--- config.mk ---
export PLATFORM = sky130hd
export DESIGN_NAME = serialdump
export DESIGN_NICKNAME = d
export VERILOG_FILES = /design/src/rtl/serialdump_pkg.sv /design/src/rtl/serialdump_hex2ascii.sv /design/src/rtl/serialdump.sv
export SDC_FILE = /design/constraint.sdc
export NUM_CORES = 1
export LEC_CHECK = 0
export BUFFER_PORTS_ARGS = -buffer_cell sky130_fd_sc_hd__clkbuf_2
export CAP_MARGIN = 20
export CORE_ASPECT_RATIO = 1.4
export CORE_MARGIN = 1
export CORE_UTILIZATION = 51
export DETAILED_ROUTE_END_ITERATION = 10
export PLACE_DENSITY_LB_ADDON = 0.2
export SLEW_MARGIN = 30
export SYNTH_ARGS = -nofsm -noshare
export SYNTH_HDL_FRONTEND = slang
export SYNTH_SLANG_ARGS = --single-unit
--- constraint.sdc ---
create_clock -name clk -period 3 [get_ports clk]
set_input_delay 0.3 -clock clk [delete_from_list [all_inputs] [get_ports clk]]
set_output_delay 0.3 -clock clk [all_outputs]
set_load 0.1 [all_outputs]
--- src/rtl/serialdump_pkg.sv ---
// serialdump_pkg: shared register map, terminator byte and FSM states for serialdump
package serialdump_pkg;
  localparam logic [2:0] SD_REG_ADDR = 3'b001;
  localparam logic [2:0] SD_REG_CNT  = 3'b010;
  localparam logic [2:0] SD_REG_GO   = 3'b011;
  localparam logic [7:0] SD_TERM     = 8'h20;
  typedef enum logic [3:0] {
    IDLE, RD, RDGUARD, RDWAIT, SEND, TXGUARD, TXWAIT, TERM, TERMGUARD, TERMWAIT
  } sd_state_t;
  function automatic logic [31:0] byterev(input logic [31:0] x);
    return {x[7:0], x[15:8], x[23:16], x[31:24]};
  endfunction
endpackage

--- src/rtl/serialdump_hex2ascii.sv ---
// hex2ascii: one hex nibble to its ASCII digit, letter case chosen by HEX_UPPER
module hex2ascii #(
  parameter bit HEX_UPPER = 1'b0
) (
  input  logic [3:0] nib,
  output logic [7:0] ascii
);
  assign ascii = nib < 4'd10 ? 8'h30 + {4'h0, nib}
                             : (HEX_UPPER ? 8'h41 : 8'h61) + {4'h0, nib} - 8'd10;
endmodule

--- src/rtl/serialdump.sv ---
// serialdump: dumps a block of memory words to the UART as hex text ending in one blank
module serialdump
  import serialdump_pkg::*;
#(
  parameter bit          HEX_UPPER = 1'b0,
  parameter logic [31:0] ADDR_STEP = 32'd4
) (
  input  logic        clk,
  input  logic        rst,
  input  logic [2:0]  a,
  input  logic [31:0] d,
  input  logic        we,
  output logic        ready,
  input  logic [31:0] a_cpu,
  input  logic [31:0] d_cpu,
  input  logic        we_cpu,
  input  logic        rd_cpu,
  output logic [31:0] spo_cpu,
  output logic        ready_cpu,
  output logic [31:0] a_mem,
  output logic [31:0] d_mem,
  output logic        we_mem,
  output logic        rd_mem,
  input  logic [31:0] spo_mem,
  input  logic        ready_mem,
  output logic [7:0]  uart_tx_data,
  output logic        uart_tx_req,
  input  logic        uart_tx_ready
);
  sd_state_t   state, state_nx;
  logic [31:0] addr, cnt, word;
  logic [2:0]  nib;
  logic [3:0]  cur_nib;
  logic [7:0]  hex;
  logic        dump_rd, override, idle_we, tx_fire;
  assign override  = state != IDLE;
  assign idle_we   = state == IDLE && we;
  assign ready     = state == IDLE && !we;
  assign a_mem     = override ? addr : a_cpu;
  assign rd_mem    = override ? dump_rd : rd_cpu;
  assign we_mem    = override ? 1'b0 : we_cpu;
  assign d_mem     = d_cpu;
  assign spo_cpu   = spo_mem;
  assign ready_cpu = override ? 1'b0 : ready_mem;
  assign tx_fire   = (state == SEND || state == TERM) && uart_tx_ready;
  // ~nib walks the nibbles from the most significant one down
  assign cur_nib   = word[{~nib, 2'b00} +: 4];
  hex2ascii #(.HEX_UPPER(HEX_UPPER)) u_hex (.nib(cur_nib), .ascii(hex));
  always_comb begin
    state_nx = state;
    case (state)
      IDLE:      if (idle_we && a == SD_REG_GO) state_nx = cnt == '0 ? TERM : RD;
      RD:        if (ready_mem) state_nx = RDGUARD;
      RDGUARD:   state_nx = RDWAIT;
      RDWAIT:    if (ready_mem) state_nx = SEND;
      SEND:      if (uart_tx_ready) state_nx = TXGUARD;
      TXGUARD:   state_nx = TXWAIT;
      TXWAIT:    if (uart_tx_ready) state_nx = nib != 3'd7 ? SEND : cnt == 32'd1 ? TERM : RD;
      TERM:      if (uart_tx_ready) state_nx = TERMGUARD;
      TERMGUARD: state_nx = TERMWAIT;
      TERMWAIT:  if (uart_tx_ready) state_nx = IDLE;
      default:   state_nx = IDLE;
    endcase
  end
  always_ff @(posedge clk) state <= rst ? IDLE : state_nx;
  always_ff @(posedge clk) begin
    if (rst) begin
      addr         <= '0;
      cnt          <= '0;
      word         <= '0;
      nib          <= '0;
      dump_rd      <= 1'b0;
      uart_tx_req  <= 1'b0;
      uart_tx_data <= '0;
    end else begin
      dump_rd     <= state == RD && ready_mem;
      uart_tx_req <= tx_fire;
      if (tx_fire) uart_tx_data <= state == SEND ? hex : SD_TERM;
      if (idle_we && a == SD_REG_ADDR) addr <= byterev(d);
      if (idle_we && a == SD_REG_CNT) cnt <= byterev(d);
      if (state == RDWAIT && ready_mem) begin
        word <= spo_mem;
        nib  <= '0;
      end
      if (state == TXWAIT && uart_tx_ready) begin
        nib <= nib + 3'd1;
        if (nib == 3'd7) begin
          addr <= addr + ADDR_STEP;
          cnt  <= cnt - 32'd1;
        end
      end
    end
  end
endmodule
==> impl_metrics.json, run 1 <==
{
  "regToRegStartpoint": "state[3]$_SDFFE_PP0P_",
  "synth.net_count": 1075,
  "global_route.overflow_total": 0,
  "path_clk_slew_ns": 0.07,
  "startpoint_types": "flop",
  "post_cts.repair.setup_buffers": 0,
  "worstRegToRegCells": 6,
  "timing.final.setup_violations": 0,
  "globalplace.congestion": 0.888,
  "cts-buffers-inserted": 9,
  "share_of_the_cycle_needed_by_the_critical_path_after_routing_pct": 84.0,
  "layout.filler_cells": 1332,
  "power-per-cell-area_mw_per_mm2": 880,
  "required_arrival_time_at_the_worst_endpoint_ns": 2.70,
  "path_delay_family": "simple AND/OR/NAND/NOR gates",
  "drt_iter0_drc": 422,
  "synthXorXnorAreaFrac_pct": 0.884,
  "ys_types": 77,
  "drc": 0,
  "synth-seq-area-share_pct": 32.3,
  "first_global_vias": 6327,
  "wl_per_cell_um": 16.0,
  "synth_flop_cell": "dfxtp_1",
  "timing.reg2reg.setup_slack_ns": 0.60,
  "main_combinational_cell_family_by_area_after_synthesis": "simple AND/OR/NAND/NOR gates",
  "cp.depth": 4,
  "clock_insertion_delay_worst_skew_ns": 0.35,
  "yosys.area_share.simple_pct": 30.4,
  "postSynth.asyncResetShare_pct": 0,
  "area.sequential_mm2": 0.00224,
  "cts.path.max_buffers": 2,
  "grt_start_max_net_pins": 46,
  "ant_nets": 0,
  "fin_hold_ws_ns": 0.176,
  "holdPathStages": 3,
  "reg2reg_to": "cnt[18]$_SDFF_PP0_",
  "floorplan.initialDensity_pct": 52.0,
  "hold_end": "word[22]$_SDFFE_PP0P_",
  "placementRows": 50,
  "cellLeakagePower_uw": 0.00308,
  "layout-area-overhead-vs-synth_pct": 12.5,
  "drive_above_1_share_pct": 24.6,
  "die_area_mm2": 0.0141,
  "grt_setup_unrepaired": "no",
  "antenna-diode-count": 0,
  "yosys_warnings": 0,
  "tritoncts_clock_tree": "yes",
  "syn_avg_cell_area_um2": 7.45,
  "track_usage_pct": 27.3,
  "worstPathBufferInverterCount": 2,
  "initial_antenna_violation_count": 0,
  "die_w_um": 101,
  "synth_cells": 931,
  "multi_input_comb_area_mm2": 0.00390,
  "synth_compound_area_share_pct": 19.9,
  "layout_common_cells": "nand2_1, clkbuf_2, dfxtp_1",
  "dp_hpwl_mm": 14.5,
  "firstDrtPassIters": 5,
  "run_status": "finished, final reports clean",
  "io_pins": 247,
  "min_from": "spo_mem[22]",
  "critical_path_arrival_ns": 2.22,
  "synth_area_mm2": 0.00693,
  "cts-resized-gates": 0,
  "synth_fa_ha_area_share_pct": 1.08,
  "slew_violations": 0,
  "synth.ff_latch_count": 112,
  "maxCapViolCount": 0,
  "synth_enable_flop_cells": 0,
  "tightest_slew_ns": 0.717,
  "core_area_mm2": 0.0133,
  "clock_sink_count": 112,
  "cts-htree-levels": 3,
  "critPathKind": "reg -> out",
  "relSlewSlack_pct": 51.8,
  "port_buffers": 181,
  "crit_path_cell_trace": "or4_4 -> buf_4 -> nor2_1 -> clkbuf_2",
  "routed_wl_mm": 19.3,
  "grt_first_pass_wirelength_mm": 30.6,
  "fraction_of_the_core_area_covered_by_cells_at_the_end_of_the_flow_pct": 58.5,
  "cts_root_buffer": "clkbuf_16",
  "max_freq_mhz": 397,
  "report.final.hold_viol_count": 0,
  "vias": 6990,
  "worstHoldPathType": "in -> reg",
  "die_h_um": 140,
  "worst_setup_path_end_kind": "output port",
  "layout_min_cycle_time_ns": 2.52,
  "cpMaxStageDelayCell": "or4_4",
  "design.final.nets": 1162,
  "timing.critical_path.fanout_max": 29,
  "most_frequent_standard_cell_in_the_layout_excluding_fill_and_tap_cells": "nand2_1",
  "finalClockSkew_ns": 0.00905,
  "ir_worst_vdd_mv": 0.571,
  "max_stage_delay_ns": 0.59,
  "cts_hold_buf": 0,
  "routed_vias_inst": 5.80,
  "yosys-mux-area-fraction_pct": 3.83
}
routing by layer:
layer / up-vias / track usage, % / share of wire, %
li1: 3454 / - / -
met1: 3205 / 30.2 / 39
met2: 281 / 51.4 / 52
met3: 50 / 2.99 / 5.3
met4: 0 / 12.6 / 3.2
met5: - / 0 / 0
cells by family (layout without fill, tap and decap cells):
family          after synthesis  in the layout
flops                       112            112
compound gates              220            220
other cells                   1              1
fa+ha+maj                     6              6
buf+inv                     140            232
mux                          18             18
xor+xnor                      7              7
simple gates                427            427
worst register-to-register path: cells and delay by family, from the launching register on:
kind                   cells  cell delay [ns]
AOI/OAI and AO/OA          1             0.35
DFF                        1             0.45
buffers and inverters      2             0.60
and+or+nand+nor            3             0.91
per-stage QoR:
step	std cells	power (uW)	instance area, um2	worst slack [ns]	TNS, ns
6_report	1205	6860	7800	0.479	0
5_1_grt	1205	7150	7800	0.341	0
4_1_cts	1205	6880	7800	0.469	0
3_5_place_dp	1189	5700	7510	0.628	0
3_3_place_gp	1189	5680	7510	0.677	0
2_1_floorplan	931	5230	6940	-0.113	-0.776
final cells by class:
type | count | share of cell area (%)
Sequential cell | 112 | 28.8
Clock buffer | 11 | 2.98
Timing Repair Buffer | 203 | 13.9
Multi-Input combinational cell | 679 | 50.0
Tap cell | 182 | 2.92
Clock inverter | 5 | 0.738
Inverter | 13 | 0.626
synthesized netlist by cell type, drive strengths merged, types with 3 or more instances:
cell type / count / share of area, %
nand2: 209 / 11
dfxtp: 112 / 32
a21oi: 84 / 6.1
buf: 79 / 8.3
nor2: 56 / 3.0
clkbuf: 48 / 2.6
o21ai: 37 / 2.7
nand3: 24 / 1.8
nor4: 23 / 2.6
a31oi: 22 / 2.0
nor3: 22 / 2.0
nand4: 20 / 1.9
or3: 16 / 1.4
a22oi: 13 / 1.4
inv: 12 / 0.65
and3: 11 / 0.99
a211oi: 8 / 0.87
and4: 8 / 1.0
and2: 7 / 0.63
mux2i: 7 / 1.0
a311oi: 6 / 0.76
a32oi: 6 / 0.76
ha: 6 / 1.1
mux4: 6 / 2.0
o211ai: 6 / 0.65
o311ai: 6 / 0.76
o31a: 6 / 0.76
or4: 6 / 0.70
mux2: 5 / 0.81
xnor2: 5 / 0.63
or2: 4 / 0.36
a22o: 3 / 0.38
nor2b: 3 / 0.27
o21a: 3 / 0.32
o22ai: 3 / 0.27
worst max path at each step:
stage                                      from                 end  slack (ns)
after floorplan           state[2]$_SDFFE_PP0P_           a_mem[16]       -0.11
after global placement    state[3]$_SDFFE_PP0P_  cnt[18]$_SDFF_PP0_        0.68
after detailed placement  state[3]$_SDFFE_PP0P_  cnt[18]$_SDFF_PP0_        0.63
after CTS                 state[3]$_SDFFE_PP0P_               ready        0.47
after global routing      state[3]$_SDFFE_PP0P_               ready        0.34
final                     state[3]$_SDFFE_PP0P_               ready        0.48
sequential cells by signal (all words and copies together) (netlist names):
register,cells
state,4
word,32
addr,32
dump_rd,1
uart_tx_data,7
cnt,32
uart_tx_req,1
nib,3
where the power goes:
group	internal, uW	total (uW)	leakage, uW	switching (uW)
combinational	716	3980	0.00204	3270
sequential	1560	1680	0.000904	112
clock	648	1200	0.000132	552
total	2930	6860	0.00308	3930
No activity file was read; power rests on OpenSTA's default activity.
==> run 2, diff against run 1 <==
==> constraint.sdc (replaced) <==
create_clock -name clk -period 2.6 [get_ports clk]
set_input_delay 0.26 -clock clk [delete_from_list [all_inputs] [get_ports clk]]
set_output_delay 0.26 -clock clk [all_outputs]
set_load 0.1 [all_outputs]
==> run 2 against run 1 <==
Highest routed layer unchanged. Total power rose by 25%. Final cell count rose by 0.83%. Critical endpoint unchanged. Largest cell class unchanged. Global-route usage is 0.82 points higher. Largest power group unchanged. Design area is 4.7% higher.
==> impl_metrics.json, run 2 (synthesis gave the netlist of run 1 again) <==
{
  "clock_insertion_delay_worst_skew_ns": 0.36,
  "cellLeakagePower_uw": 0.00323,
  "layout-area-overhead-vs-synth_pct": 17.8,
  "share_of_the_cycle_needed_by_the_critical_path_after_routing_pct": 94.3,
  "total_power_uw": 8570,
  "report.final.hold_viol_count": 0,
  "max_stage_delay_ns": 0.62,
  "cpMaxStageDelayCell": "or4_4",
  "vias": 7038,
  "floorplan.initialDensity_pct": 52.0,
  "cts-htree-levels": 3,
  "drt_iter0_drc": 402,
  "totalNegativeSetupSlack_ns": 0,
  "tightest_slew_ns": 0.597,
  "relSlewSlack_pct": 60.0,
  "cts_hold_buf": 0,
  "fraction_of_the_core_area_covered_by_cells_at_the_end_of_the_flow_pct": 61.3,
  "intPower_uw": 3940,
  "tritoncts_clock_tree": "yes",
  "power.share.switching_pct": 54.0,
  "cts.path.max_buffers": 2,
  "antenna-diode-count": 0,
  "timing.reg2reg.setup_slack_ns": 0.36,
  "cts-buffers-inserted": 9,
  "grt_setup_unrepaired": "no",
  "critical_path_arrival_ns": 2.19,
  "cts-resized-gates": 0,
  "layout_common_cells": "nand2_1, clkbuf_2, dfxtp_1",
  "most_frequent_standard_cell_in_the_layout_excluding_fill_and_tap_cells": "nand2_1",
  "timing.final.setup_violations": 0,
  "global_route.overflow_total": 0,
  "path_clk_slew_ns": 0.07,
  "initial_antenna_violation_count": 0,
  "hold_end": "word[23]$_SDFFE_PP0P_",
  "crit_path_cell_trace": "or4_4 -> buf_4 -> nor2_2 -> clkbuf_2",
  "drc": 0,
  "top_regs": "addr (32), cnt (32), word (32)",
  "holdPathStages": 3,
  "io_pins": 247,
  "clock_sink_count": 112,
  "critPathKind": "reg -> out",
  "cts_root_buffer": "clkbuf_16",
  "ant_nets": 0,
  "startpoint_types": "flop",
  "slew_violations": 0,
  "p_clk_share_pct": 16.8,
  "finalClockSkew_ns": 0.0119,
  "required_arrival_time_at_the_worst_endpoint_ns": 2.34,
  "worst_setup_path_end_kind": "output port",
  "min_from": "spo_mem[23]",
  "dp_hpwl_mm": 14.8,
  "first_global_vias": 6638,
  "layout_min_cycle_time_ns": 2.45,
  "pwr-share-comb_pct": 60.9,
  "sequentialPowerShare_pct": 22.3,
  "timing.critical_path.fanout_max": 27,
  "power-per-cell-area_mw_per_mm2": 1050,
  "firstDrtPassIters": 5,
  "grt_first_pass_wirelength_mm": 31.7,
  "drive_above_1_share_pct": 25.7,
  "core_area_mm2": 0.0133,
  "routed_wl_mm": 19.7,
  "globalplace.congestion": 0.939,
  "track_usage_pct": 28.2,
  "wl_per_cell_um": 16.2,
  "post_cts.repair.setup_buffers": 0,
  "design.final.nets": 1172,
  "maxCapViolCount": 0,
  "routed_vias_inst": 5.79,
  "die_h_um": 140,
  "reg2reg_to": "uart_tx_data[2]$_SDFFE_PP0P_",
  "die_area_mm2": 0.0141,
  "ir_worst_vdd_mv": 0.701,
  "worstHoldPathType": "in -> reg",
  "worstRegToRegCells": 7,
  "regToRegStartpoint": "nib[0]$_SDFFE_PP0P_",
  "port_buffers": 181,
  "die_w_um": 101,
  "grt_start_max_net_pins": 52,
  "placementRows": 50,
  "max_freq_mhz": 408,
  "p_switching_uw": 4630,
  "run_status": "finished, final reports clean"
}
[run 2: cell types whose count changed in the layout (fill, tap and decap cells not counted)]
cell / before / now
clkbuf_2: 180 / 159
nor2_2: 1 / 2
nor4_2: 3 / 4
buf_4: 22 / 36
nor4_1: 19 / 18
clkinv_2: 1 / 0
buf_12: 1 / 18
nor2_1: 55 / 54
clkbuf_8: 0 / 2
clkbuf_1: 2 / 1
[run 2: area by class of cell]
cell class / count / area, um2
Sequential cell: 112 / 2240
Tap cell: 182 / 228
Timing Repair Buffer: 213 / 1430
Multi-Input combinational cell: 679 / 3910
Fill cell: 1335 / 5160
Clock inverter: 4 / 52.6
Inverter: 13 / 48.8
Clock buffer: 12 / 256
[run 2: metrics by stage]
stage | instances | instance area [um2] | setup WS [ns] | hold slack [ns]
global placement | 1199 | 7850 | 0.380 | 0.438
floorplan | 931 | 6940 | -0.473 | 0.396
global route | 1215 | 8170 | 0.0196 | 0.138
detailed placement | 1199 | 7850 | 0.368 | 0.442
CTS | 1215 | 8160 | 0.144 | 0.129
finish | 1215 | 8170 | 0.149 | 0.134
[run 2: power groups by stage]
stage | clock network (uW) | registers, uW | logic [uW]
after floorplan | 0 | 1960 | 4080
after global placement | 0 | 1950 | 5200
after detailed placement | 0 | 1950 | 5240
after CTS | 1450 | 1910 | 5240
after global routing | 1530 | 1930 | 5490
final | 1440 | 1910 | 5220
[run 2: how the worst max path moves through the flow]
stage / startpoint / to / slack (ns) / cells past startpoint
floorplan: state[2]$_SDFFE_PP0P_ / a_mem[16] / -0.47 / 3
global placement: nib[0]$_SDFFE_PP0P_ / uart_tx_data[2]$_SDFFE_PP0P_ / 0.38 / 7
detailed placement: nib[0]$_SDFFE_PP0P_ / uart_tx_data[2]$_SDFFE_PP0P_ / 0.37 / 7
CTS: state[3]$_SDFFE_PP0P_ / ready / 0.14 / 4
global route: state[3]$_SDFFE_PP0P_ / a_mem[16] / 0.02 / 6
finish: state[3]$_SDFFE_PP0P_ / ready / 0.15 / 4
[run 2: per-layer routing]
layer  part of all wire, %  GRT usage, %
met1                    39          31.0
met2                    53          52.8
met3                   4.7          2.94
met4                   3.2          13.5
met5                     0             0
[run 2: worst max-delay path: cells and delay by family (launching register included)]
family | cells | cell delay [ns]
AND/OR/NAND/NOR | 2 | 0.72
flip-flops | 1 | 0.40
buffers and inverters | 2 | 0.70
